[src/rtl/text_buffer_ctrl_if.sv]
// Host write-request channel into text_buffer_ctrl: valid/ready handshake carrying a cell
// address and character code. The controller takes the slave modport.
interface text_buffer_ctrl_if #(
   parameter int unsigned ADDR_W = 12,
   parameter int unsigned CHAR_W = 12
);
   logic              host_valid;
   logic              host_ready;
   logic [ADDR_W-1:0] host_addr;
   logic [CHAR_W-1:0] host_data;

   modport master (
      output host_valid,
      output host_addr,
      output host_data,
      input  host_ready
   );

   modport slave (
      input  host_valid,
      input  host_addr,
      input  host_data,
      output host_ready
   );
endinterface

[src/rtl/text_buffer_ctrl.sv]
// Write-port controller for the 80x30 text buffer: arbitrates host writes against a fill engine.
// Define TEXT_BUFFER_CTRL_FILL_RANGE_EN to restrict the fill to a fill_first_i..fill_last_i range.
module text_buffer_ctrl #(
   parameter int unsigned CHARACTER_SET_COUNT = 2400,
   parameter int unsigned BUF_DEPTH           = 2400,
   localparam int unsigned CHAR_W = $clog2(CHARACTER_SET_COUNT),
   localparam int unsigned ADDR_W = $clog2(BUF_DEPTH)
) (
   input  logic                clk,
   input  logic                rst_n,
   text_buffer_ctrl_if.slave   host_io,
   input  logic                fill_start_i,
   input  logic [CHAR_W-1:0]   fill_char_i,
`ifdef TEXT_BUFFER_CTRL_FILL_RANGE_EN
   input  logic [ADDR_W-1:0]   fill_first_i,
   input  logic [ADDR_W-1:0]   fill_last_i,
`endif
   output logic                busy_o,
   output logic                fill_done_o,
   output logic                addr_err_o,
   output logic                buf_en_o,
   output logic                buf_we_o,
   output logic [ADDR_W-1:0]   buf_waddr_o,
   output logic [CHAR_W-1:0]   buf_wdata_o
);

   localparam logic [ADDR_W-1:0] LastAddr = ADDR_W'(BUF_DEPTH - 1);

   typedef enum logic [1:0] {StIdle, StFill, StDone} state_e;

   state_e            state_q, state_d;
   logic [ADDR_W-1:0] cnt_q, cnt_d;
   logic [CHAR_W-1:0] char_q, char_d;
   logic              buf_en_q;
   logic              we_q, we_d;
   logic [ADDR_W-1:0] waddr_q, waddr_d;
   logic [CHAR_W-1:0] wdata_q, wdata_d;
   logic              err_q, err_d;
   logic              host_ready;
   logic [ADDR_W-1:0] fill_first;
   logic [ADDR_W-1:0] fill_last_lim;
   logic              range_ok;

`ifdef TEXT_BUFFER_CTRL_FILL_RANGE_EN
   logic [ADDR_W-1:0] last_q, last_d;

   assign fill_first    = fill_first_i;
   assign fill_last_lim = last_q;
   assign range_ok      = (fill_first_i <= fill_last_i) && (fill_last_i <= LastAddr);
`else
   assign fill_first    = '0;
   assign fill_last_lim = LastAddr;
   assign range_ok      = 1'b1;
`endif

   always_comb begin
      state_d    = state_q;
      cnt_d      = cnt_q;
      char_d     = char_q;
      we_d       = 1'b0;
      waddr_d    = waddr_q;
      wdata_d    = wdata_q;
      err_d      = 1'b0;
      host_ready = 1'b0;
`ifdef TEXT_BUFFER_CTRL_FILL_RANGE_EN
      last_d     = last_q;
`endif
      unique case (state_q)
         StIdle: begin
            // Nothing is accepted until the buffer enable has come up after reset.
            host_ready = buf_en_q && !fill_start_i;
            if (buf_en_q && fill_start_i) begin
               if (range_ok) begin
                  // The first fill write is issued straight from the start cycle.
                  state_d = StFill;
                  cnt_d   = fill_first;
                  char_d  = fill_char_i;
                  we_d    = 1'b1;
                  waddr_d = fill_first;
                  wdata_d = fill_char_i;
`ifdef TEXT_BUFFER_CTRL_FILL_RANGE_EN
                  last_d  = fill_last_i;
`endif
               end else begin
                  err_d = 1'b1;
               end
            end else if (host_io.host_valid && buf_en_q) begin
               if (host_io.host_addr > LastAddr) begin
                  err_d = 1'b1;
               end else begin
                  we_d    = 1'b1;
                  waddr_d = host_io.host_addr;
                  wdata_d = host_io.host_data;
               end
            end
         end
         StFill: begin
            // cnt_q is the address whose write is on the buffer port this cycle.
            if (cnt_q == fill_last_lim) begin
               state_d = StDone;
            end else begin
               cnt_d   = cnt_q + ADDR_W'(1);
               we_d    = 1'b1;
               waddr_d = cnt_q + ADDR_W'(1);
               wdata_d = char_q;
            end
         end
         StDone: state_d = StIdle;
         default: state_d = StIdle;
      endcase
   end

   always_ff @(posedge clk or negedge rst_n) begin
      if (!rst_n) begin
         state_q  <= StIdle;
         cnt_q    <= '0;
         char_q   <= '0;
         buf_en_q <= 1'b0;
         we_q     <= 1'b0;
         waddr_q  <= '0;
         wdata_q  <= '0;
         err_q    <= 1'b0;
`ifdef TEXT_BUFFER_CTRL_FILL_RANGE_EN
         last_q   <= '0;
`endif
      end else begin
         state_q  <= state_d;
         cnt_q    <= cnt_d;
         char_q   <= char_d;
         buf_en_q <= 1'b1;
         we_q     <= we_d;
         waddr_q  <= waddr_d;
         wdata_q  <= wdata_d;
         err_q    <= err_d;
`ifdef TEXT_BUFFER_CTRL_FILL_RANGE_EN
         last_q   <= last_d;
`endif
      end
   end

   assign host_io.host_ready = host_ready;
   assign busy_o             = (state_q == StFill);
   assign fill_done_o        = (state_q == StDone);
   assign addr_err_o         = err_q;
   assign buf_en_o           = buf_en_q;
   assign buf_we_o           = we_q;
   assign buf_waddr_o        = waddr_q;
   assign buf_wdata_o        = wdata_q;

endmodule

[src/flat_wrapper.sv]
// flat-port wrapper written by rule: the top's interface ports become plain ports
module text_buffer_ctrl_flat 
#(
   parameter int unsigned CHARACTER_SET_COUNT = 2400,
   parameter int unsigned BUF_DEPTH           = 2400,
   localparam int unsigned CHAR_W = $clog2(CHARACTER_SET_COUNT),
   localparam int unsigned ADDR_W = $clog2(BUF_DEPTH)
)
  (clk, rst_n, fill_start_i, fill_char_i, busy_o, fill_done_o, addr_err_o, buf_en_o, buf_we_o, buf_waddr_o, buf_wdata_o, host_io_host_valid, host_io_host_addr, host_io_host_data, host_io_host_ready);
  text_buffer_ctrl_if #(.ADDR_W((12)), .CHAR_W((12))) host_io_i ();
  input  logic clk;
  input  logic rst_n;
  input  logic fill_start_i;
  input  logic [CHAR_W-1:0] fill_char_i;
  output logic busy_o;
  output logic fill_done_o;
  output logic addr_err_o;
  output logic buf_en_o;
  output logic buf_we_o;
  output logic [ADDR_W-1:0] buf_waddr_o;
  output logic [CHAR_W-1:0] buf_wdata_o;
  input wire logic [$bits(host_io_i.host_valid)-1:0] host_io_host_valid;
  input wire logic [$bits(host_io_i.host_addr)-1:0] host_io_host_addr;
  input wire logic [$bits(host_io_i.host_data)-1:0] host_io_host_data;
  output wire logic [$bits(host_io_i.host_ready)-1:0] host_io_host_ready;
  assign host_io_i.host_valid = host_io_host_valid;
  assign host_io_i.host_addr = host_io_host_addr;
  assign host_io_i.host_data = host_io_host_data;
  assign host_io_host_ready = host_io_i.host_ready;
  text_buffer_ctrl #(.CHARACTER_SET_COUNT(CHARACTER_SET_COUNT), .BUF_DEPTH(BUF_DEPTH)) u_core (.clk(clk), .rst_n(rst_n), .host_io(host_io_i), .fill_start_i(fill_start_i), .fill_char_i(fill_char_i), .busy_o(busy_o), .fill_done_o(fill_done_o), .addr_err_o(addr_err_o), .buf_en_o(buf_en_o), .buf_we_o(buf_we_o), .buf_waddr_o(buf_waddr_o), .buf_wdata_o(buf_wdata_o));
endmodule
[config.mk]
export PLATFORM = sky130hd
export DESIGN_NAME = text_buffer_ctrl_flat
export DESIGN_NICKNAME = d
export VERILOG_FILES = /design/src/rtl/text_buffer_ctrl_if.sv /design/src/rtl/text_buffer_ctrl.sv /design/src/flat_wrapper.sv
export SDC_FILE = /design/constraint.sdc
export NUM_CORES = 1
export LEC_CHECK = 0
export ABC_AREA = 1
export BUFFER_PORTS_ARGS = -buffer_cell sky130_fd_sc_hd__buf_4
export CAP_MARGIN = 30
export CORE_UTILIZATION = 40
export DETAILED_ROUTE_END_ITERATION = 7
export PLACE_DENSITY_LB_ADDON = 0.08
export SLEW_MARGIN = 20
export SYNTH_ARGS = -nofsm -noshare
export SYNTH_HDL_FRONTEND = slang
export SYNTH_SLANG_ARGS = --single-unit
export TNS_END_PERCENT = 1
[constraint.sdc]
create_clock -name clk -period 2 [get_ports clk]
set_input_delay 0 -clock clk [delete_from_list [all_inputs] [get_ports clk]]
set_output_delay 0 -clock clk [all_outputs]
set_load 0.03 [all_outputs]
# Word level (Yosys, flattened, before mapping)
# Cells that the tools add are included.
[classes] add_sub_neg=1 order_cmp=1 eq_ne=8 muxes=25 n_reduce_logical=10
[ops] cell="12-bit two-way mux" count=9
[ops] cell="12-bit one-hot mux with 2 select lines" count=3
[ops] cell="12-bit by 1-bit adder with 12-bit output, second input constant" count=1
[ops] cell="12-bit equality test, second input constant" count=1
[ops] cell="12-bit greater-than comparator, second input constant" count=1
[ops] cell="1-bit two-way mux" count=9
[ops] cell="2-bit two-way mux" count=2
[ops] cell="2-bit by 1-bit != test with 1-bit output, second input constant" count=2
[ops] cell="2-bit one-hot mux with 2 select lines" count=1
[ops] cell="2-bit AND reduction" count=2
[ops] cell="4-bit AND reduction" count=1
[ops] cell="1-bit logical AND" count=3
[ops] cell="3-bit by 1-bit != test with 1-bit output, second input constant" count=1
[ops] cell="3-bit by 2-bit != test with 1-bit output, second input constant" count=1
[ops] cell="3-bit AND reduction" count=1
[ops] cell="2-bit by 1-bit equality test with 1-bit output, second input constant" count=1
[ops] cell="2-bit equality test, second input constant" count=1
[ops] cell="2-bit logical NOT" count=1
[ops] cell="2-bit != test, second input constant" count=1
[ops] cell="1-bit one-hot mux with 2 select lines" count=1
[ops] cell="2-bit nonzero test" count=1
[ops] cell="1-bit logical NOT" count=1
[word_totals] regBits=53 inputBits=40 word_cells=53

# Depth between registers and ports, before layout
[logic_depth] depth_word=5 ltp_mapped=10 mapped_depth_nobuf=10

# Least setup slack after synthesis
# OpenSTA, ideal clock, no wires.
[synth_path] kind="register -> register" start="register u_core.buf_en_q, in the netlist u_core.buf_en_o" end="register u_core.wdata_q[10], in the netlist u_core.buf_wdata_o[10]" setup_ps=117 arrival_time_ps=1429 required_time_ps=1883 setup_slack_ps=454 stages_incl_launch_ff=8 path_buffers=1 period_less_slack_ps=1546 path_cell_list="dfrtp_1 -> nand2_1 -> clkbuf_1 -> nor2_1 -> o21ai_0 -> o21ai_0 -> nand2_1 -> nand2_1"
[synth_between] elab_chain_cells=3 word_cells_on_any_way=7 cone_classes="eq/ne: 2; mux: 2; reduce/logical: 3"
[synth_lines] item="start, declared" line_no="text_buffer_ctrl.sv:34" source="logic buf_en_q;"
[synth_lines] item="start signal, assigned" line_no="text_buffer_ctrl.sv:118" source="buf_en_q <= 1'b0;"
[synth_lines] item="start signal, assigned" line_no="text_buffer_ctrl.sv:130" source="buf_en_q <= 1'b1;"
[synth_lines] item="1-bit logical AND (on tied branches)" line_no="text_buffer_ctrl.sv:87, text_buffer_ctrl.sv:72"
[synth_lines] item="3-bit by 1-bit != test with 1-bit output (no line) (tied with other cells)"
[synth_lines] item="4-bit AND reduction (no line) or 12-bit one-hot mux with 2 select lines (tied branches)"
[synth_lines] item="end signal, assigned" line_no="text_buffer_ctrl.sv:133" source="wdata_q <= wdata_d;"
[synth_lines] item="end, declared" line_no="text_buffer_ctrl.sv:37" source="logic [CHAR_W-1:0] wdata_q, wdata_d;"
# Several ways; a longest one is shown, not always the timed one.
# A chain may end at the register's enable or synchronous reset.

# Worst setup path in the final report
[layout_path] start="register u_core.state_q[1]" end="register u_core.err_q, in the netlist u_core.addr_err_o"
[layout_between] elab_chain_cells=2
[layout_lines] item="start, declared" line_no="text_buffer_ctrl.sv:31" source="state_e state_q, state_d;"
[layout_lines] item="start signal, assigned" line_no="text_buffer_ctrl.sv:115" source="state_q <= StIdle;"
[layout_lines] item="start signal, assigned" line_no="text_buffer_ctrl.sv:127" source="state_q <= state_d;"
[layout_lines] item="2-bit logical NOT" line_no="text_buffer_ctrl.sv:68" source="unique case (state_q)"
[layout_lines] item="1-bit two-way mux" line_no="text_buffer_ctrl.sv:68"
[layout_lines] item="net u_core.err_d" line_no="text_buffer_ctrl.sv:38" source="logic err_q, err_d;"
[layout_lines] item="end signal, assigned" line_no="text_buffer_ctrl.sv:134" source="err_q <= err_d;"
[layout_lines] item="end, declared" line_no="text_buffer_ctrl.sv:38"
# The timed path passes the listed nets, and every way through them passes these cells.

==> impl_metrics.yaml <==
pwr:
  power_frac_clock_pct: 32.9
  power_frac_seq_pct: 59.6
  ir_drop_mv: 0.320
  switching_power_uw: 412
  p_int_mw: 1.39
  power_mw: 1.80
  p_sw_share_pct: 22.9
  power_density_nw_per_um2: 506
  p_leak_nw: 1.83
  power_frac_comb_pct: 7.5
final_layout:
  drive_gt1_share_pct: 19.3
  syn_to_final_growth_pct: 25.7
  stdcell_count: 568
  diodes: 0
  multi_input_area_um2: 1200
  final-seq-area_um2: 1330
  fillers: 721
  fin_nets: 512
clock_network:
  cts_tree: "done"
  clockRootBuffer: "clkbuf_8"
  clkTransAtPathRegs_ns: 0.09
  cts_setup_buffers: 0
  htree_num_levels: 2
  clock-sinks: 53
  cts_inserted_buffers: 5
  clkLatencyLatePin_ns: 0.30
  cts.path.max_buffers: 2
sta:
  grt_setup_unrepaired: "no"
  worst_pin_slew_ns: 0.665
  slew_headroom_pct: 55.7
  clock_skew_ns: 0.00352
  period_share_pct: 87.3
  min_period_ns: 1.75
  maxSlewViolCount: 0
  hold_violations: 0
  setup_violations: 0
  timing.setup.tns_ns: 0
  max_freq_ghz: 0.573
floorplan:
  design.core.area_um2: 6830
  die-area_um2: 7420
  rows: 30
  fp.dieW_um: 86.1
  ios: 70
  chipHeight_um: 86.1
  initial_core_util_pct: 41.4
setup_path:
  crit_required_ns: 2.23
  critPathMaxFanout: 8
  critical_path.slowest_cell: "dlygate4sd3_1"
  critPathLaunchType: "flip-flop"
  crit_family: "buffers and inverters"
  max_stage_delay_ns: 0.55
  crit_chain: "nor2_2 > buf_4 > nand2_1 > nor2_1 > nand2_1 > dlygate4sd3_1 > a21oi_1"
  crit_path_end_kind: "flip-flop"
  crit_top_cell: "nand2_1"
  crit_type: "flip-flop to flip-flop"
  critPathBufInv: 2
  worstPathArrival_ns: 1.97
global_routing:
  grt_pass1_vias: 2580
  grt_pass1_wl_mm: 11.9
  grt_overflow: 0
  gr-usage-all-layers_pct: 20.6
  antenna_found_initial: 0
  grt_max_degree: 54
detailed_routing:
  drtIter0Drc: 129
  wl_per_cell_um: 12.2
  ant_nets: 0
  drc: 0
  post_drt_via_cell_ratio: 4.67
  dr_total_vias: 2653
  dr.pass1.iters: 4
  wirelength_mm: 6.90
yosys:
  avgSynthCellArea_um2: 7.09
  ys_ff_latch: 53
  syn_nets: 440
  synthesis.area_um2: 2830
  synth_cells: 399
  seq_area_frac_synth_pct: 46.9
  synth_cell_types: 22
  ys_warn_count: 0
worst_hold_path:
  hp-class: "input port to flip-flop"
place:
  dp_cells: 557
  dpl.hpwl_mm: 4.81
  place_congestion: 0.849
  portBuffers: 69
run:
  drv_cap: 0
status:
  status: "complete, no violations"
==> logic make-up (layout without fill, tap and decap cells) <==
logic type               count (synthesis)  in the layout  share of synthesized area, %
flip-flops                              53             53                          46.9
adder cells (fa/ha/maj)                  1              1                         0.442
AO/OA/AOI/OAI                           59             59                          10.8
buffers and inverters                   71            144                          10.7
AND/OR/NAND/NOR                        214            214                          31.0
other                                    1              1                         0.132
==> flip-flops by register name (all words and copies together) (netlist names) <==
| name | count |
|---|---|
| u_core.buf_we_o | 1 |
| u_core.addr_err_o | 1 |
| u_core.buf_en_o | 1 |
| u_core.buf_waddr_o | 12 |
| u_core.state_q | 2 |
| u_core.char_q | 12 |
| u_core.buf_wdata_o | 12 |
| u_core.cnt_q | 12 |
==> Yosys cell counts <==
cell	number	share of area, %
buf_2	2	0.35
ha_1	1	0.44
nand2_1	139	18
buf_6	4	1.6
dfrtp_1	53	47
conb_1	1	0.13
nor2_4	1	0.40
nor2_2	2	0.44
buf_4	1	0.27
a21oi_1	4	0.71
nand2_4	1	0.40
o21ai_1	1	0.18
inv_2	1	0.13
inv_1	55	7.3
nor2_1	41	5.4
nand3_1	25	4.4
a21oi_4	1	0.57
nand2_2	2	0.44
o21ai_0	53	9.4
nand3_4	1	0.62
clkbuf_1	8	1.1
nand4_1	2	0.44
==> final cells by class <==
class	count	share of cell area (%)
Inverter	56	5.91
Sequential cell	53	37.3
Clock buffer	8	2.25
Tap cell	96	3.38
Timing Repair Buffer	80	17.4
Multi-Input combinational cell	275	33.8
==> per-stage QoR <==
step                      utilization (%)  hold WS (ns)  setup WS (ns)  area [um^2]
after CTS                            52.1       0.00414          0.241         3560
after detailed placement             50.5        0.0881          0.271         3450
after floorplan                         -        -0.296          0.454         2830
after global placement               50.5        0.0860          0.357         3450
after global routing                 52.1        0.0353         0.0973         3560
final                                52.1       0.00594          0.255         3560
==> power by group through the flow <==
| stage | registers, mW | logic, mW | clock network [mW] |
|---|---|---|---|
| 3_5_place_dp | 1.09 | 0.135 | 0 |
| 6_report | 1.07 | 0.135 | 0.592 |
| 4_1_cts | 1.07 | 0.138 | 0.608 |
| 2_1_floorplan | 1.10 | 0.0362 | 0 |
| 5_1_grt | 1.07 | 0.154 | 0.637 |
| 3_3_place_gp | 1.09 | 0.134 | 0 |
==> metal layers <==
metal | track usage [%] | routed length (um)
met2 | 32.6 | 3090
met3 | 4.33 | 385
met1 | 29.0 | 3350
met5 | 0 | 0
met4 | 4.39 | 77
==> path summary, 6_finish.rpt <==
kind                                        from                     end  slack (ns)  cells past startpoint
max in group asynchronous                  rst_n  u_core.buf_waddr_o[10]        1.29                      2
min                         host_io_host_addr[1]   u_core.buf_waddr_o[1]       0.006                      5
max reg2reg                    u_core.state_q[1]       u_core.addr_err_o        0.25                      7
max                            u_core.state_q[1]       u_core.addr_err_o        0.25                      7
min reg2reg                u_core.buf_waddr_o[9]   u_core.buf_waddr_o[9]        0.49                      2
min in group asynchronous                  rst_n        u_core.char_q[9]        0.27                      2
==> worst register-to-register path, delay by kind of cell (launching register included) <==
kind	cells	cell delay, ns
buffers and inverters	2	0.73
AOI/OAI and AO/OA	1	0.14
and+or+nand+nor	4	0.39
DFF	1	0.42
==> cell usage in the layout (no fill, tap or decap), types with 2 or more instances in the layout <==
cell	Yosys	layout
nand2_1	139	139
buf_4	1	76
inv_1	55	55
o21ai_0	53	53
dfrtp_1	53	53
nor2_1	41	41
nand3_1	25	25
clkbuf_8	0	5
a21oi_1	4	4
clkbuf_1	8	3
dlygate4sd3_1	0	3
nand2_2	2	2
nor2_2	2	2
nand4_1	2	2
==> what timing repair did <==
| action | CTS | global route |
|---|---|---|
| endpoints found under the setup margin | 0 | 0 |
| resized for setup | 0 | 0 |
| hold buffers | 3 | 0 |
| endpoints found under the hold margin | 54 | 0 |
(Power assumes the default switching activity.)
